==> src/rtl/axil_fifo_mc_if.sv <==
`default_nettype none
// ============================================================================
// axil_fifo_mc_if : AXI4-Lite write/read bus bundle for axil_fifo_mc
// Revision 1.0
// ============================================================================
interface axil_fifo_mc_if #(
  parameter int unsigned ADDR_WIDTH = 32,
  parameter int unsigned DATA_WIDTH = 32,
  parameter int unsigned STRB_WIDTH = DATA_WIDTH/8
);
  logic [ADDR_WIDTH-1:0] awaddr;
  logic                  awvalid;
  logic                  awready;
  logic [DATA_WIDTH-1:0] wdata;
  logic [STRB_WIDTH-1:0] wstrb;
  logic                  wvalid;
  logic                  wready;
  logic [1:0]            bresp;
  logic                  bvalid;
  logic                  bready;
  logic [ADDR_WIDTH-1:0] araddr;
  logic                  arvalid;
  logic                  arready;
  logic [DATA_WIDTH-1:0] rdata;
  logic [1:0]            rresp;
  logic                  rvalid;
  logic                  rready;

  modport master (
    output awaddr, awvalid, wdata, wstrb, wvalid, bready, araddr, arvalid, rready,
    input  awready, wready, bresp, bvalid, arready, rdata, rresp, rvalid
  );

  modport slave (
    input  awaddr, awvalid, wdata, wstrb, wvalid, bready, araddr, arvalid, rready,
    output awready, wready, bresp, bvalid, arready, rdata, rresp, rvalid
  );
endinterface
`default_nettype wire

==> src/rtl/axil_fifo_mc.sv <==
`default_nettype none
// ============================================================================
// axil_fifo_mc : AXI4-Lite write slave steering beats into NUM_CH show-ahead FIFOs
// Revision 1.0
// ============================================================================
module axil_fifo_mc #(
  parameter int unsigned           ADDR_WIDTH = 32,
  parameter int unsigned           DATA_WIDTH = 32,
  parameter int unsigned           STRB_WIDTH = DATA_WIDTH/8,
  parameter logic [ADDR_WIDTH-1:0] MEM_BASE   = 32'h1000_0000,
  parameter int unsigned           NUM_CH     = 2,
  parameter int unsigned           DEPTH      = 4,
  parameter int unsigned           CH_STRIDE  = 32'h4
) (
  input  logic                         clk,
  input  logic                         rst_n,
  axil_fifo_mc_if.slave                axi,
  input  logic [NUM_CH-1:0]            fif_pop,
  output logic [NUM_CH*DATA_WIDTH-1:0] fif_dat,
  output logic [NUM_CH*STRB_WIDTH-1:0] fif_den,
  output logic [NUM_CH-1:0]            fif_val
);
  localparam int unsigned     c_PTR_W     = $clog2(DEPTH);
  localparam int unsigned     c_CNT_W     = $clog2(DEPTH + 1);
  localparam int unsigned     c_CH_W      = (NUM_CH > 1) ? $clog2(NUM_CH) : 1;
  localparam int unsigned     c_STRIDE_LG = $clog2(CH_STRIDE);
  localparam logic [c_CNT_W-1:0] c_FULL   = c_CNT_W'(DEPTH);
  localparam logic [1:0]      c_OKAY      = 2'b00;
  localparam logic [1:0]      c_SLVERR    = 2'b10;

  function automatic logic decode_ok(input logic [ADDR_WIDTH-1:0] addr);
    logic [ADDR_WIDTH-1:0] off;
    off = addr - MEM_BASE;
    return (addr >= MEM_BASE)
        && ((off & ADDR_WIDTH'(CH_STRIDE - 1)) == '0)
        && ((off >> c_STRIDE_LG) < ADDR_WIDTH'(NUM_CH));
  endfunction

  function automatic logic [c_CH_W-1:0] decode_ch(input logic [ADDR_WIDTH-1:0] addr);
    logic [ADDR_WIDTH-1:0] off;
    off = addr - MEM_BASE;
    return c_CH_W'(off >> c_STRIDE_LG);
  endfunction

  logic                  r_aw_held;
  logic                  r_w_held;
  logic [ADDR_WIDTH-1:0] r_aw_addr;
  logic [DATA_WIDTH-1:0] r_w_data;
  logic [STRB_WIDTH-1:0] r_w_strb;
  logic                  r_bvalid;
  logic [1:0]            r_bresp;
  logic                  r_rvalid;
  logic [1:0]            r_rresp;
  logic [DATA_WIDTH-1:0] r_rdata;

  logic [NUM_CH-1:0][c_CNT_W-1:0] w_cnt;
  logic [NUM_CH-1:0]     w_full;
  logic                  w_aw_ok;
  logic [c_CH_W-1:0]     w_aw_ch;
  logic                  w_tgt_full;
  logic                  w_commit;
  logic                  w_ar_ok;
  logic [c_CH_W-1:0]     w_ar_ch;
  logic [DATA_WIDTH-1:0] w_status;

  assign axi.awready = !r_aw_held;
  assign axi.wready  = !r_w_held;
  assign axi.bvalid  = r_bvalid;
  assign axi.bresp   = r_bresp;
  assign axi.arready = !r_rvalid;
  assign axi.rvalid  = r_rvalid;
  assign axi.rresp   = r_rresp;
  assign axi.rdata   = r_rdata;

  // Full is the registered state: a same-cycle pop never frees room for a push.
  always_comb begin
    w_aw_ok    = decode_ok(r_aw_addr);
    w_aw_ch    = decode_ch(r_aw_addr);
    w_tgt_full = 1'b0;
    for (int k = 0; k < NUM_CH; k++) begin
      if (w_aw_ch == c_CH_W'(k)) w_tgt_full = w_full[k];
    end
    w_commit = r_aw_held && r_w_held && !r_bvalid && (!w_aw_ok || !w_tgt_full);
  end

  always_comb begin
    w_ar_ok  = decode_ok(axi.araddr);
    w_ar_ch  = decode_ch(axi.araddr);
    w_status = '0;
    for (int k = 0; k < NUM_CH; k++) begin
      if (w_ar_ok && (w_ar_ch == c_CH_W'(k))) begin
        w_status[c_CNT_W-1:0] = w_cnt[k];
        w_status[c_CNT_W]     = w_full[k];
      end
    end
  end

  always_ff @(posedge clk or negedge rst_n) begin
    if (!rst_n) begin
      r_aw_held <= 1'b0;
      r_w_held  <= 1'b0;
      r_aw_addr <= '0;
      r_w_data  <= '0;
      r_w_strb  <= '0;
      r_bvalid  <= 1'b0;
      r_bresp   <= c_OKAY;
    end else begin
      if (w_commit) begin
        r_aw_held <= 1'b0;
      end else if (axi.awvalid && !r_aw_held) begin
        r_aw_held <= 1'b1;
        r_aw_addr <= axi.awaddr;
      end
      if (w_commit) begin
        r_w_held <= 1'b0;
      end else if (axi.wvalid && !r_w_held) begin
        r_w_held <= 1'b1;
        r_w_data <= axi.wdata;
        r_w_strb <= axi.wstrb;
      end
      if (w_commit) begin
        r_bvalid <= 1'b1;
        r_bresp  <= w_aw_ok ? c_OKAY : c_SLVERR;
      end else if (r_bvalid && axi.bready) begin
        r_bvalid <= 1'b0;
        r_bresp  <= c_OKAY;
      end
    end
  end

  always_ff @(posedge clk or negedge rst_n) begin
    if (!rst_n) begin
      r_rvalid <= 1'b0;
      r_rresp  <= c_OKAY;
      r_rdata  <= '0;
    end else if (axi.arvalid && !r_rvalid) begin
      r_rvalid <= 1'b1;
      r_rresp  <= w_ar_ok ? c_OKAY : c_SLVERR;
      r_rdata  <= w_status;
    end else if (r_rvalid && axi.rready) begin
      r_rvalid <= 1'b0;
    end
  end

  generate
    for (genvar k = 0; k < NUM_CH; k++) begin : g_ch
      logic [DATA_WIDTH-1:0] r_mem_dat [DEPTH];
      logic [STRB_WIDTH-1:0] r_mem_den [DEPTH];
      logic [c_PTR_W-1:0]    r_wptr;
      logic [c_PTR_W-1:0]    r_rptr;
      logic [c_CNT_W-1:0]    r_cnt;
      logic                  w_push;
      logic                  w_pop;

      assign w_push    = w_commit && w_aw_ok && (w_aw_ch == c_CH_W'(k));
      assign w_pop     = fif_pop[k] && (r_cnt != '0);
      assign w_cnt[k]  = r_cnt;
      assign w_full[k] = (r_cnt == c_FULL);
      assign fif_val[k] = (r_cnt != '0);
      assign fif_dat[k*DATA_WIDTH +: DATA_WIDTH] = fif_val[k] ? r_mem_dat[r_rptr] : '0;
      assign fif_den[k*STRB_WIDTH +: STRB_WIDTH] = fif_val[k] ? r_mem_den[r_rptr] : '0;

      always_ff @(posedge clk) begin
        if (w_push) begin
          r_mem_dat[r_wptr] <= r_w_data;
          r_mem_den[r_wptr] <= r_w_strb;
        end
      end

      // Power-of-two depth lets the pointers wrap naturally.
      always_ff @(posedge clk or negedge rst_n) begin
        if (!rst_n) begin
          r_wptr <= '0;
          r_rptr <= '0;
          r_cnt  <= '0;
        end else begin
          if (w_push) r_wptr <= r_wptr + 1'b1;
          if (w_pop)  r_rptr <= r_rptr + 1'b1;
          if (w_push && !w_pop)      r_cnt <= r_cnt + 1'b1;
          else if (!w_push && w_pop) r_cnt <= r_cnt - 1'b1;
        end
      end
    end
  endgenerate
endmodule
`default_nettype wire

==> src/flat_wrapper.sv <==
// flat-port wrapper written by rule: the top's interface ports become plain ports
module axil_fifo_mc_flat 
#(
  parameter int unsigned           ADDR_WIDTH = 32,
  parameter int unsigned           DATA_WIDTH = 32,
  parameter int unsigned           STRB_WIDTH = DATA_WIDTH/8,
  parameter logic [ADDR_WIDTH-1:0] MEM_BASE   = 32'h1000_0000,
  parameter int unsigned           NUM_CH     = 2,
  parameter int unsigned           DEPTH      = 4,
  parameter int unsigned           CH_STRIDE  = 32'h4
)
  (clk, rst_n, fif_pop, fif_dat, fif_den, fif_val, axi_awaddr, axi_awvalid, axi_wdata, axi_wstrb, axi_wvalid, axi_bready, axi_araddr, axi_arvalid, axi_rready, axi_awready, axi_wready, axi_bresp, axi_bvalid, axi_arready, axi_rdata, axi_rresp, axi_rvalid);
  axil_fifo_mc_if #(.ADDR_WIDTH(ADDR_WIDTH), .DATA_WIDTH(DATA_WIDTH), .STRB_WIDTH(STRB_WIDTH)) axi_i ();
  input  logic clk;
  input  logic rst_n;
  input  logic [NUM_CH-1:0] fif_pop;
  output logic [NUM_CH*DATA_WIDTH-1:0] fif_dat;
  output logic [NUM_CH*STRB_WIDTH-1:0] fif_den;
  output logic [NUM_CH-1:0] fif_val;
  input wire logic [$bits(axi_i.awaddr)-1:0] axi_awaddr;
  input wire logic [$bits(axi_i.awvalid)-1:0] axi_awvalid;
  input wire logic [$bits(axi_i.wdata)-1:0] axi_wdata;
  input wire logic [$bits(axi_i.wstrb)-1:0] axi_wstrb;
  input wire logic [$bits(axi_i.wvalid)-1:0] axi_wvalid;
  input wire logic [$bits(axi_i.bready)-1:0] axi_bready;
  input wire logic [$bits(axi_i.araddr)-1:0] axi_araddr;
  input wire logic [$bits(axi_i.arvalid)-1:0] axi_arvalid;
  input wire logic [$bits(axi_i.rready)-1:0] axi_rready;
  output wire logic [$bits(axi_i.awready)-1:0] axi_awready;
  output wire logic [$bits(axi_i.wready)-1:0] axi_wready;
  output wire logic [$bits(axi_i.bresp)-1:0] axi_bresp;
  output wire logic [$bits(axi_i.bvalid)-1:0] axi_bvalid;
  output wire logic [$bits(axi_i.arready)-1:0] axi_arready;
  output wire logic [$bits(axi_i.rdata)-1:0] axi_rdata;
  output wire logic [$bits(axi_i.rresp)-1:0] axi_rresp;
  output wire logic [$bits(axi_i.rvalid)-1:0] axi_rvalid;
  assign axi_i.awaddr = axi_awaddr;
  assign axi_i.awvalid = axi_awvalid;
  assign axi_i.wdata = axi_wdata;
  assign axi_i.wstrb = axi_wstrb;
  assign axi_i.wvalid = axi_wvalid;
  assign axi_i.bready = axi_bready;
  assign axi_i.araddr = axi_araddr;
  assign axi_i.arvalid = axi_arvalid;
  assign axi_i.rready = axi_rready;
  assign axi_awready = axi_i.awready;
  assign axi_wready = axi_i.wready;
  assign axi_bresp = axi_i.bresp;
  assign axi_bvalid = axi_i.bvalid;
  assign axi_arready = axi_i.arready;
  assign axi_rdata = axi_i.rdata;
  assign axi_rresp = axi_i.rresp;
  assign axi_rvalid = axi_i.rvalid;
  axil_fifo_mc #(.ADDR_WIDTH(ADDR_WIDTH), .DATA_WIDTH(DATA_WIDTH), .STRB_WIDTH(STRB_WIDTH), .MEM_BASE(MEM_BASE), .NUM_CH(NUM_CH), .DEPTH(DEPTH), .CH_STRIDE(CH_STRIDE)) u_core (.clk(clk), .rst_n(rst_n), .axi(axi_i), .fif_pop(fif_pop), .fif_dat(fif_dat), .fif_den(fif_den), .fif_val(fif_val));
endmodule
==> config.mk <==
export PLATFORM = sky130hd
export DESIGN_NAME = axil_fifo_mc_flat
export DESIGN_NICKNAME = d
export VERILOG_FILES = /design/src/rtl/axil_fifo_mc_if.sv /design/src/rtl/axil_fifo_mc.sv /design/src/flat_wrapper.sv
export SDC_FILE = /design/constraint.sdc
export NUM_CORES = 1
export LEC_CHECK = 0
export ABC_CLOCK_PERIOD_IN_PS = 3500
export CORE_ASPECT_RATIO = 1.5
export CORE_MARGIN = 2
export CORE_UTILIZATION = 33
export CTS_BUF_LIST = sky130_fd_sc_hd__clkbuf_4 sky130_fd_sc_hd__clkbuf_8 sky130_fd_sc_hd__clkbuf_16
export DETAILED_ROUTE_END_ITERATION = 7
export PLACE_DENSITY_LB_ADDON = 0.2
export SLEW_MARGIN = 0
export SYNTH_ARGS = -nofsm -noshare
export SYNTH_HDL_FRONTEND = slang
export SYNTH_SLANG_ARGS = --single-unit
export TNS_END_PERCENT = 20
==> constraint.sdc <==
create_clock -name clk -period 3.5 [get_ports clk]
set_input_delay 0.35 -clock clk [delete_from_list [all_inputs] [get_ports clk]]
set_output_delay 0.35 -clock clk [all_outputs]
set_load 0.03 [all_outputs]
==> impl_results.md, run 1 <==
- Status: finished, final reports clean
- Postcts setup bufs: 0
- Largest family of logic cells by synthesized area: multiplexers
- Multi-input gate area: 3815 sq um
- Final setup fails: 0
- Yosys warns: 0
- Critical Path End: fif_dat[43]
- DP Area: 17810 sq um
- Simple-gate share of the synthesized area: 0.05639
- VDD IR max: 0.3471 mV
- Sequential Area: 10960 sq um
- Via density per instance: 4.743
- Post-DRT Antenna Nets: 0
- CTS tree: yes
- Num CTS Buffers: 39
- CP Launch Point: u_core.g_ch[1].r_rptr[0]$_DFFE_PN0P_
- Proportion of synthesized area in mux cells: 0.1628
- Final hold viol count: 0
- DRC: 0
- Post-synthesis compound-gate area fraction: 0.007319
- Layout cells sized above 1: 0.2539
- Slew @ Worst Pin: 1.094 ns
- TritonCTS Sinks: 380
- Arr. time, crit path: 2.94 ns
- Seq/Total Area, Yosys: 0.7279
- IO Port Bufs: 193
- #FFs+latches synth: 380
- Clock buffer depth: 3
- RD Place Congestion: 0.7143
- Die Area: 47350 sq um
- Vias in the first global route: 8345
- Commonest non-fill, non-tap cell in the layout: edfxtp_1
- Max FO, Critical Path: 21
- Mapped Cells: 770
- Tot GR Track Use: 0.1456
- Worst-path clk slew: 0.06 ns
- Final Cell Area: 19160 sq um
- Initial antenna violation count: 2
- # hold bufs at CTS: 0
- 1st-iter DRT viols: 475
- P_leak: 6.564 nW
- FF-to-FF path depth: 9
- Pwr dens: 734.1 nW/um^2
- Kind of critical path: reg -> out
- Vias: 7618
- Worst setup EP type: primary output
- Fin cells: 1606
- Row count: 95
- RSZ-0062 raised after global routing: false
- H-tree levels: 2
- Reg2Reg Setup Slack: 0.65 ns
- Worst reg2reg startpoint: u_core.r_aw_addr[12]$_DFFE_PN0P_
- Global-route wire length before repair: 51.04 mm
- Cell count after placement: 1535
- WL per Instance: 20.93 um
- Period utilization: 0.9407
- Worst-skew pair later-pin latency: 0.53 ns
- Initial Util: 0.3348
- Avg Inst Size Synth: 19.54 sq um
- Adder-cell share of the synthesized area: 0.01098
- Diode count: 0
- Die H: 265.5 um
- FILL cells: 4021
- Hpwl dp: 21.19 mm
- Chip width: 178.3 um
- Total gr overflow: 0
- Slew headroom: 0.2704
- R2r endpoint: u_core.g_ch[0].r_cnt[2]$_DFFE_PN0P_
- Max cap viols: 0
- Io pins: 224
- Worst Skew: 0.01506 ns
- TritonRoute pass-1 iters: 4
- Slew Limit Fails: 0
- Hold Path Class: in -> async
- Nets: 1115
- Largest net degree at the start of global routing: 75
- Crit path time final: 3.292 ns
- Resize count post-CTS: 0
- Fmax: 303.7 MHz
- Post-synthesis cell type count: 40
- Final setup TNS: 0 ns
- Highest-count cells in the layout ignoring fill and taps: 288 x edfxtp_1, 192 x clkdlybuf4s50_1, 88 x dfrtp_1
- CORE AREA: 44930 sq um
- XOR/XNOR share of the synthesized area: 0.007568
- Synth Cell Area: 15040 sq um
- Final WL: 33.62 mm
- CP required: 3.15 ns
- Root buf cell: clkbuf_16
- P&R area growth vs syn: 27.33%
- Startpoint Class: register
-- through the flow --
stage | hold WS (ns) | total power [W] | worst slack (ns) | util
3_5_place_dp | 0.4742 | 0.009956 | 0.6460 | 0.3965
2_1_floorplan | 0.05441 | 0.008495 | 0.8230 | -
5_1_grt | 0.08944 | 0.01471 | 0.03822 | 0.4263
6_report | 0.01359 | 0.01406 | 0.2077 | 0.4263
3_3_place_gp | 0.4678 | 0.009895 | 0.6724 | 0.3965
4_1_cts | 0.06421 | 0.01429 | 0.08068 | 0.4263
-- Yosys cell counts, drive strengths merged --
cell,instances,share of area
ha,10,0.0083
nand3b,1,0.00050
mux2i,2,0.0013
a311oi,1,0.0010
nand3,2,0.00067
buf,48,0.020
nor4b,6,0.0059
nand4,4,0.0025
a21boi,1,0.00050
clkbuf,14,0.0035
dfrtp,92,0.15
nor2b,3,0.0012
conb,1,0.00025
o21ai,9,0.0030
and2,80,0.034
o21a,2,0.0010
nor4,12,0.0062
nand2,10,0.0025
edfxtp,288,0.57
mux2,71,0.054
or3,3,0.0012
nor2,5,0.0012
nor3,2,0.00067
xnor2,8,0.0047
a21oi,1,0.00033
xor2,5,0.0029
a32oi,1,0.00058
o31ai,1,0.00050
mux4,72,0.11
inv,12,0.0030
fa,2,0.0027
a31oi,1,0.00042
-- final cells by class --
| class | instances | area share |
|---|---|---|
| flip-flops and latches | 380 | 0.5722 |
| repair buffers | 216 | 0.1182 |
| clock buffers | 57 | 0.06081 |
| clock inverters | 14 | 0.009275 |
| well taps | 582 | 0.03801 |
| multi-input cells | 345 | 0.1992 |
| inverters | 12 | 0.002351 |
-- layer usage --
metal / routed length (um) / track usage
met5: 27 / 0
met4: 587 / 0.03977
met3: 2373 / 0.03831
met2: 17970 / 0.2629
met1: 12660 / 0.1688
-- power by group --
part	total, W	internal (W)	switching [W]
Clock	0.00429	0.00262	0.00168
Combinational	0.00315	0.00160	0.00155
Sequential	0.00662	0.00584	0.000782
Total	0.0141	0.0100	0.00401
-- flip-flops by register name, indices dropped and copies added, names as in the netlist --
name,cells
u_core.r_w_held,1
u_core.axi.bvalid,1
u_core.r_aw_addr,32
u_core.g_ch.r_rptr,4
u_core.axi.rdata,4
u_core.g_ch.r_wptr,4
u_core.g_ch.r_mem_dat,256
u_core.axi.rresp,1
u_core.g_ch.r_mem_den,32
u_core.g_ch.r_cnt,6
u_core.axi.bresp,1
u_core.r_aw_held,1
u_core.r_w_data,32
u_core.axi.rvalid,1
u_core.r_w_strb,4
-- logic make-up after synthesis --
family	Yosys count
AO/OA/AOI/OAI	17
XOR/XNOR	13
adder cells (fa/ha/maj)	12
buffers and inverters	74
flip-flops	380
multiplexers	145
other	1
AND/OR/NAND/NOR	128
-- worst min path at each step --
stage,end,slack (ns)
floorplan,u_core.axi.bresp[1]$_DFFE_PN0P_,0.05
global placement,u_core.axi.rdata[0]$_DFFE_PN0P_,0.47
detailed placement,u_core.axi.rdata[1]$_DFFE_PN0P_,0.47
CTS,u_core.r_w_data[24]$_DFFE_PN0P_,0.06
global route,u_core.r_w_data[24]$_DFFE_PN0P_,0.09
finish,u_core.r_w_data[24]$_DFFE_PN0P_,0.01
-- worst max-delay path, stage by stage, from the launching register on --
cell             delay, ns
dfrtp_4               0.74
buf_4                 0.34
mux4_2                0.57
and2_1                0.18
clkdlybuf4s50_1       0.59
(Power assumes the default switching activity.)
==> run 2, diff against run 1 <==
- ABC_AREA: unset -> 1
- CTS_CLUSTER_DIAMETER: unset -> 120
==> run 2 against run 1 <==
  * Critical path depth increased by 2
  * Routed wire length increased by 16%
  * Critical path type unchanged
  * Sequential power increased by 0.9%
  * Critical endpoint is now fif_dat[2]
  * Non-clock buffer count increased by 5
  * Clock skew increased by 0.0023 ns
  * Sequential share of layout area decreased by 1.2 points
==> impl_results.md, run 2 <==
- R2r endpoint: u_core.g_ch[0].r_cnt[2]$_DFFE_PN0P_
- #FFs+latches synth: 380 (unchanged)
- Largest Register: u_core.g_ch.r_mem_dat
- Io pins: 224 (unchanged)
- Max FO, Critical Path: 32 (+52%)
- Dominant synthesized flop cell: edfxtp_1
- TritonCTS Sinks: 380 (unchanged)
- Final setup TNS: 0 ns (unchanged)
- 1st-iter DRT viols: 493 (+3.8%)
- Row count: 97 (+2.1%)
- Die Area: 48810 sq um (+3.1%)
- Final setup fails: 0 (unchanged)
- Largest net degree at the start of global routing: 74 (-1.3%)
- RD Place Congestion: 0.7758 (+8.6%)
- Status: finished, final reports clean
- Mapped Cells: 1294 (+68%)
- Crit path time final: 3.213 ns (-0.07943 ns)
- Root buf cell: clkbuf_16
- Initial antenna violation count: 2 (unchanged)
- Post-synth top area cell: edfxtp_1
- P&R area growth vs syn: 26.12%
- Vias in the first global route: 10230 (+23%)
- Post-synthesis compound-gate area fraction: 0.08264 (+0.07532)
- VDD IR max: 0.4497 mV (+30%)
- Synth Cell Area: 15520 sq um (+3.2%)
- Kind of critical path: reg -> out
- P_leak: 7.135 nW (+8.7%)
- TritonRoute pass-1 iters: 5 (+1)
- Num CTS Buffers: 38 (-2.6%)
- Worst setup EP type: primary output
- Global-route wire length before repair: 59.35 mm (+16%)
- Final worst slack: 0.2871 ns (+0.07943 ns)
- XOR/XNOR share of the synthesized area: 0.003386 (-0.004182)
- CP required: 3.15 ns (about the same)
- Most numerous cell in the Yosys netlist: nor2_1
- Adder-cell share of the synthesized area: 0.01064 (-0.0003355)
- Slew @ Worst Pin: 0.9478 ns (-0.1467 ns)
- Max reg flops: 256 (unchanged)
- Total power draw: 0.01774 W (+26%)
- Slew headroom: 0.3672 (+0.09687)
- FF-to-FF path depth: 10 (+1)
- Startpoint Class: register
- FILL cells: 4369 (+8.7%)
- Initial Util: 0.3330 (-0.001853)
- Final WL: 38.84 mm (+16%)
- Pwr dens: 906.5 nW/um^2 (+23%)
- Avg Inst Size Synth: 11.99 sq um (-39%)
- Number of synthesized flops with an enable pin: 288 (unchanged)
- Final hold viol count: 0 (unchanged)
- Commonest non-fill, non-tap cell in the layout: nor2_1
- CORE AREA: 46600 sq um (+3.7%)
- Yosys warns: 0 (unchanged)
- Largest family of logic cells by synthesized area: simple AND/OR/NAND/NOR gates
- Post-synthesis cell type count: 34 (-15%)
- Slew Limit Fails: 0 (unchanged)
- Worst slack at placement: 0.6311 ns (-0.01492 ns)
- Vias: 10060 (+32%)
- Worst Skew: 0.01732 ns (+0.002264 ns)
- CTS tree: yes
- Proportion of synthesized area in mux cells: 0.03556 (-0.1272)
- Worst hold-check slack: 0.3661 ns (+0.3525 ns)
- Top post-synthesis cells by count: 357 x nor2_1, 288 x edfxtp_1, 130 x o21ai_0
- Worst reg2reg startpoint: u_core.g_ch[0].r_cnt[0]$_DFFE_PN0P_
- Nets: 1617 (+45%)
- Largest cells by area after synthesis: edfxtp_1 56%, dfrtp_1 15%, nor2_1 8.6%, o21ai_0 4.2%, mux2_2 3.6%
- RSZ-0062 raised after global routing: false
- Fmax: 311.2 MHz (+2.5%)
- Postcts setup bufs: 0 (unchanged)
- IO Port Bufs: 193 (unchanged)
- Tot GR Track Use: 0.1590 (+0.01345)
- DRC: 0 (unchanged)
- Post-synth top area share: 0.5573 (-0.01757)
- Clock buffer depth: 3 (unchanged)
- Die H: 269.6 um (+1.5%)
- Worst-skew pair later-pin latency: 0.53 ns (about the same)
- Total gr overflow: 0 (unchanged)
- Arr. time, crit path: 2.86 ns (-0.08 ns)
- H-tree levels: 2 (unchanged)
- Reg2Reg Setup Slack: 0.84 ns (+0.19 ns)
- Worst-path clk slew: 0.07 ns (about the same)
- Post-DRT Antenna Nets: 0 (unchanged)
- Via density per instance: 4.747 (about the same)
- Simple-gate share of the synthesized area: 0.1159 (+0.05947)
- Seq/Total Area, Yosys: 0.7056 (-0.02224)
- Hpwl dp: 24.41 mm (+15%)
- Fraction of registers with async set/reset: 0.2421 (unchanged)
- WL per Instance: 18.32 um (-12%)
- Period utilization: 0.9180 (-0.02269)
- Highest-count cells in the layout ignoring fill and taps: 349 x nor2_1, 288 x edfxtp_1, 156 x clkdlybuf4s50_1
- Chip width: 181.1 um (+1.5%)
- Layout cells sized above 1: 0.1370 (-0.1169)
- Max cap viols: 0 (unchanged)
- Finished Core Util: 0.4200 (-0.006375)
- Hold Path Class: in -> async
-- run 2: cell type report --
cell class | instances | area, sq um | share of cell area
flip-flops and latches | 380 | 10960 | 0.5599
multi-input cells | 793 | 4025 | 0.2057
repair buffers | 221 | 2377 | 0.1215
clock buffers | 57 | 1142 | 0.05837
well taps | 594 | 743.2 | 0.03797
inverters | 62 | 232.7 | 0.01189
clock inverters | 12 | 91.34 | 0.004667
diodes | 1 | 2.502 | 0.0001279
-- run 2: how the worst max path moves through the flow --
stage | from | endpoint | slack [ns]
2_1_floorplan | u_core.axi.bvalid$_DFFE_PN0P_ | u_core.g_ch[0].r_mem_dat[0][0]$_DFFE_PP_ | 0.32
3_3_place_gp | u_core.g_ch[0].r_rptr[0]$_DFFE_PN0P_ | fif_dat[2] | 0.65
3_5_place_dp | u_core.g_ch[0].r_rptr[0]$_DFFE_PN0P_ | fif_dat[2] | 0.63
4_1_cts | u_core.g_ch[0].r_rptr[0]$_DFFE_PN0P_ | fif_dat[2] | 0.06
5_1_grt | u_core.g_ch[0].r_rptr[0]$_DFFE_PN0P_ | fif_dat[18] | 0.12
6_report | u_core.g_ch[0].r_rptr[0]$_DFFE_PN0P_ | fif_dat[2] | 0.29
-- run 2: cell families after synthesis --
family / count (synthesis)
buffers and inverters: 150
muxes: 49
xor gates and xnor gates: 6
adders and majority gates: 12
DFF: 380
AOI/OAI and AO/OA: 253
and+or+nand+nor: 443
other: 1
-- run 2: per-stage QoR --
step / cell area, sq um / std cells
global route: 19570 / 2119
CTS: 19570 / 2119
detailed placement: 18320 / 2049
floorplan: 15630 / 1323
global placement: 18320 / 2049
finish: 19570 / 2120
-- run 2: power breakdown --
| group | switching, W | total (W) | internal [W] |
|---|---|---|---|
| sequential | 0.000813 | 0.00668 | 0.00587 |
| clock | 0.00166 | 0.00401 | 0.00234 |
| combinational | 0.00428 | 0.00705 | 0.00278 |
| total | 0.00676 | 0.0177 | 0.0110 |
-- run 2: critical path, cell delays in order (launching register included) --
cell and delay [ns]:
dfrtp_4 0.68, buf_4 0.35, nor2_1 0.08, nor2_1 0.09
o21ai_0 0.09, a21oi_1 0.30, clkdlybuf4s50_1 0.73
-- run 2: timing repair --
action / in CTS / in global routing
gates resized for setup: 0 / 1
setup endpoints to repair: 0 / 2
hold endpoints to repair: 34 / 0
hold buffers: 1 / 0
-- run 2: per-layer routing --
layer  track usage  share of wire
met1        0.1779           0.39
met4       0.05327          0.025
met3       0.03903          0.061
met5             0        0.00041
met2        0.2935           0.53
==> run 3, diff against run 2 <==
- CORE_UTILIZATION: 33 -> 35
- SETUP_SLACK_MARGIN: unset -> 0.15
==> run 3 against run 2 <==
  * First-iteration DRC count up 8.7%
  * Routed wire length down 0.95%
  * Critical path depth down 1
  * Combinational power up 1%
==> impl_results.md, run 3 (same netlist as run 2, synthesis figures left out) <==
- Status: finished, final reports clean
- Nets: 1615 (-0.12%)
- IO Port Bufs: 193 (unchanged)
- Worst hold-check slack: 0.3777 ns (+0.01158 ns)
- Worst setup EP type: primary output
- Io pins: 224 (unchanged)
- Max cap viols: 0 (unchanged)
- Final setup fails: 0 (unchanged)
- Arr. time, crit path: 2.82 ns (-0.04 ns)
- Initial antenna violation count: 2 (unchanged)
- Layout cells sized above 1: 0.1384 (+0.001311)
- Worst Skew: 0.01682 ns (-0.0004942 ns)
- TritonRoute pass-1 iters: 4 (-1)
- Crit path time final: 3.170 ns (-0.04308 ns)
- Final Cell Area: 19650 sq um (+0.39%)
- Hold Path Class: in -> reg
- Die H: 261.9 um (-2.9%)
- Global-route wire length before repair: 57.82 mm (-2.6%)
- Largest Register: u_core.g_ch.r_mem_dat
- Commonest non-fill, non-tap cell in the layout: nor2_1
- DP Area: 18360 sq um (+0.22%)
- Met3 usage: 0.03443 (-0.004600)
- Highest-count cells in the layout ignoring fill and taps: 349 x nor2_1, 288 x edfxtp_1, 154 x clkdlybuf4s50_1
- Die Area: 46070 sq um (-5.6%)
- TritonCTS Sinks: 380 (unchanged)
- DRC: 0 (unchanged)
- Post-DRT Antenna Nets: 0 (unchanged)
- P&R area growth vs syn: 26.61%
- Postcts setup bufs: 0 (unchanged)
- Row count: 94 (-3.1%)
- RSZ-0062 raised after global routing: false
- Chip width: 175.9 um (-2.8%)
- Hpwl dp: 24.36 mm (-0.19%)
- P_leak: 7.174 nW (+0.54%)
- Final hold viol count: 0 (unchanged)
- Vias: 10030 (-0.33%)
- Cell count after placement: 2028 (-1.0%)
- Clock buffer depth: 3 (unchanged)
- WL per Instance: 18.31 um (about the same)
- Gr busiest metal: met2
- Vias in the first global route: 10080 (-1.5%)
- Global-route met1 utilization: 0.1857 (+0.007814)
- Worst-path clk slew: 0.06 ns (about the same)
- Tot GR Track Use: 0.1661 (+0.007110)
- CP required: 3.15 ns (about the same)
- Slew @ Worst Pin: 0.8231 ns (-0.1246 ns)
- M2 GR Usage: 0.3152 (+0.02166)
- H-tree levels: 2 (unchanged)
- Kind of critical path: reg -> out
- VDD IR max: 0.3965 mV (-12%)
- Initial Util: 0.3537 (+0.02076)
- RD Place Congestion: 0.7524 (-3.0%)
- Total gr overflow: 0 (unchanged)
- Via density per instance: 4.774 (+0.57%)
- CORE AREA: 43870 sq um (-5.9%)
- Max FO, Critical Path: 36 (+13%)
- FILL cells: 4023 (-7.9%)
- 1st-iter DRT viols: 536 (+8.7%)
- Slew headroom: 0.4505 (+0.08321)
- Num CTS Buffers: 39 (+2.6%)
- Max reg flops: 256 (unchanged)
- Worst-skew pair later-pin latency: 0.54 ns (about the same)
- Largest net degree at the start of global routing: 62 (-16%)
- Fin cells: 2101 (-0.90%)
- Startpoint Class: register
- Final WL: 38.47 mm (-0.95%)
- Period utilization: 0.9057 (-0.01231)
- Diode count: 0 (-1)
- Fmax: 315.5 MHz (+1.4%)
- Pwr dens: 912.2 nW/um^2 (+0.62%)
- Root buf cell: clkbuf_16
- CTS tree: yes
- Slew Limit Fails: 0 (unchanged)
- Final setup TNS: 0 ns (unchanged)
[run 3: cell count changes in the layout (fill, tap and decap cells not counted), moves of 2 or more]
| cell | change |
|---|---|
| buf_4 | -9 |
| buf_12 | +7 |
| clkbuf_4 | +2 |
| clkbuf_8 | -2 |
| clkdlybuf4s50_1 | -2 |
| clkinv_2 | +2 |
[run 3: final cells by class]
type                            count  area, sq um  share of cell area
Sequential cell                   380        10960              0.5577
Multi-Input combinational cell    793         4025              0.2049
Timing Repair Buffer              218         2442              0.1243
Clock buffer                       58         1155             0.05878
Tap cell                          576        720.7             0.03668
Inverter                           62        235.2             0.01197
Clock inverter                     14        112.6            0.005731
[run 3: layer usage]
layer	vias to the layer above	share of wire	wire, um
met5	-	0.00078	30
met4	4	0.023	889
met3	61	0.051	1949
met2	243	0.54	20800
met1	4911	0.38	14800
li1	4812	-	-
[run 3: worst max-delay path, cell delays in order, from the launching register on]
cell and delay [ns]:
dfrtp_4 0.63, inv_4 0.29, buf_12 0.25, o21ai_0 0.12
a21oi_1 0.25, clkdlybuf4s50_1 0.72
[run 3: stage by stage]
stage	setup WS [ns]	total power, W	util
2_1_floorplan	0.3186	0.01065	-
5_1_grt	0.1976	0.01891	0.4479
4_1_cts	0.1988	0.01819	0.4478
3_5_place_dp	0.6619	0.01408	0.4186
3_3_place_gp	0.6694	0.01399	0.4186
6_report	0.3302	0.01792	0.4479
[run 3: repair_timing]
item,in CTS,in global routing
endpoints found under the hold margin,47,0
setup endpoints to repair,5,4
hold buffers,1,0
gates resized for setup,1,2
[run 3: power breakdown]
group | internal, W | total [W] | switching (W)
Sequential | 0.00587 | 0.00672 | 0.000855
Clock | 0.00238 | 0.00407 | 0.00169
Combinational | 0.00288 | 0.00713 | 0.00425
Total | 0.0111 | 0.0179 | 0.00680
[run 3: worst paths after layout]
check                      cells after the start                                  from                                  end  slack, ns
setup / recovery                               5  u_core.g_ch[0].r_rptr[0]$_DFFE_PN0P_                          fif_dat[13]       0.33
hold / removal                                 2                            axi_rready        u_core.axi.rvalid$_DFFE_PN0P_       0.38
setup reg to reg                              11         u_core.axi.bvalid$_DFFE_PN0P_  u_core.g_ch[0].r_cnt[2]$_DFFE_PN0P_       0.84
hold reg to reg                                1       u_core.axi.rresp[1]$_DFFE_PN0P_      u_core.axi.rresp[1]$_DFFE_PN0P_       0.50
max in group asynchronous                      3                                 rst_n      u_core.r_w_data[18]$_DFFE_PN0P_       2.35
min in group asynchronous                      2                                 rst_n        u_core.axi.rvalid$_DFFE_PN0P_       0.43
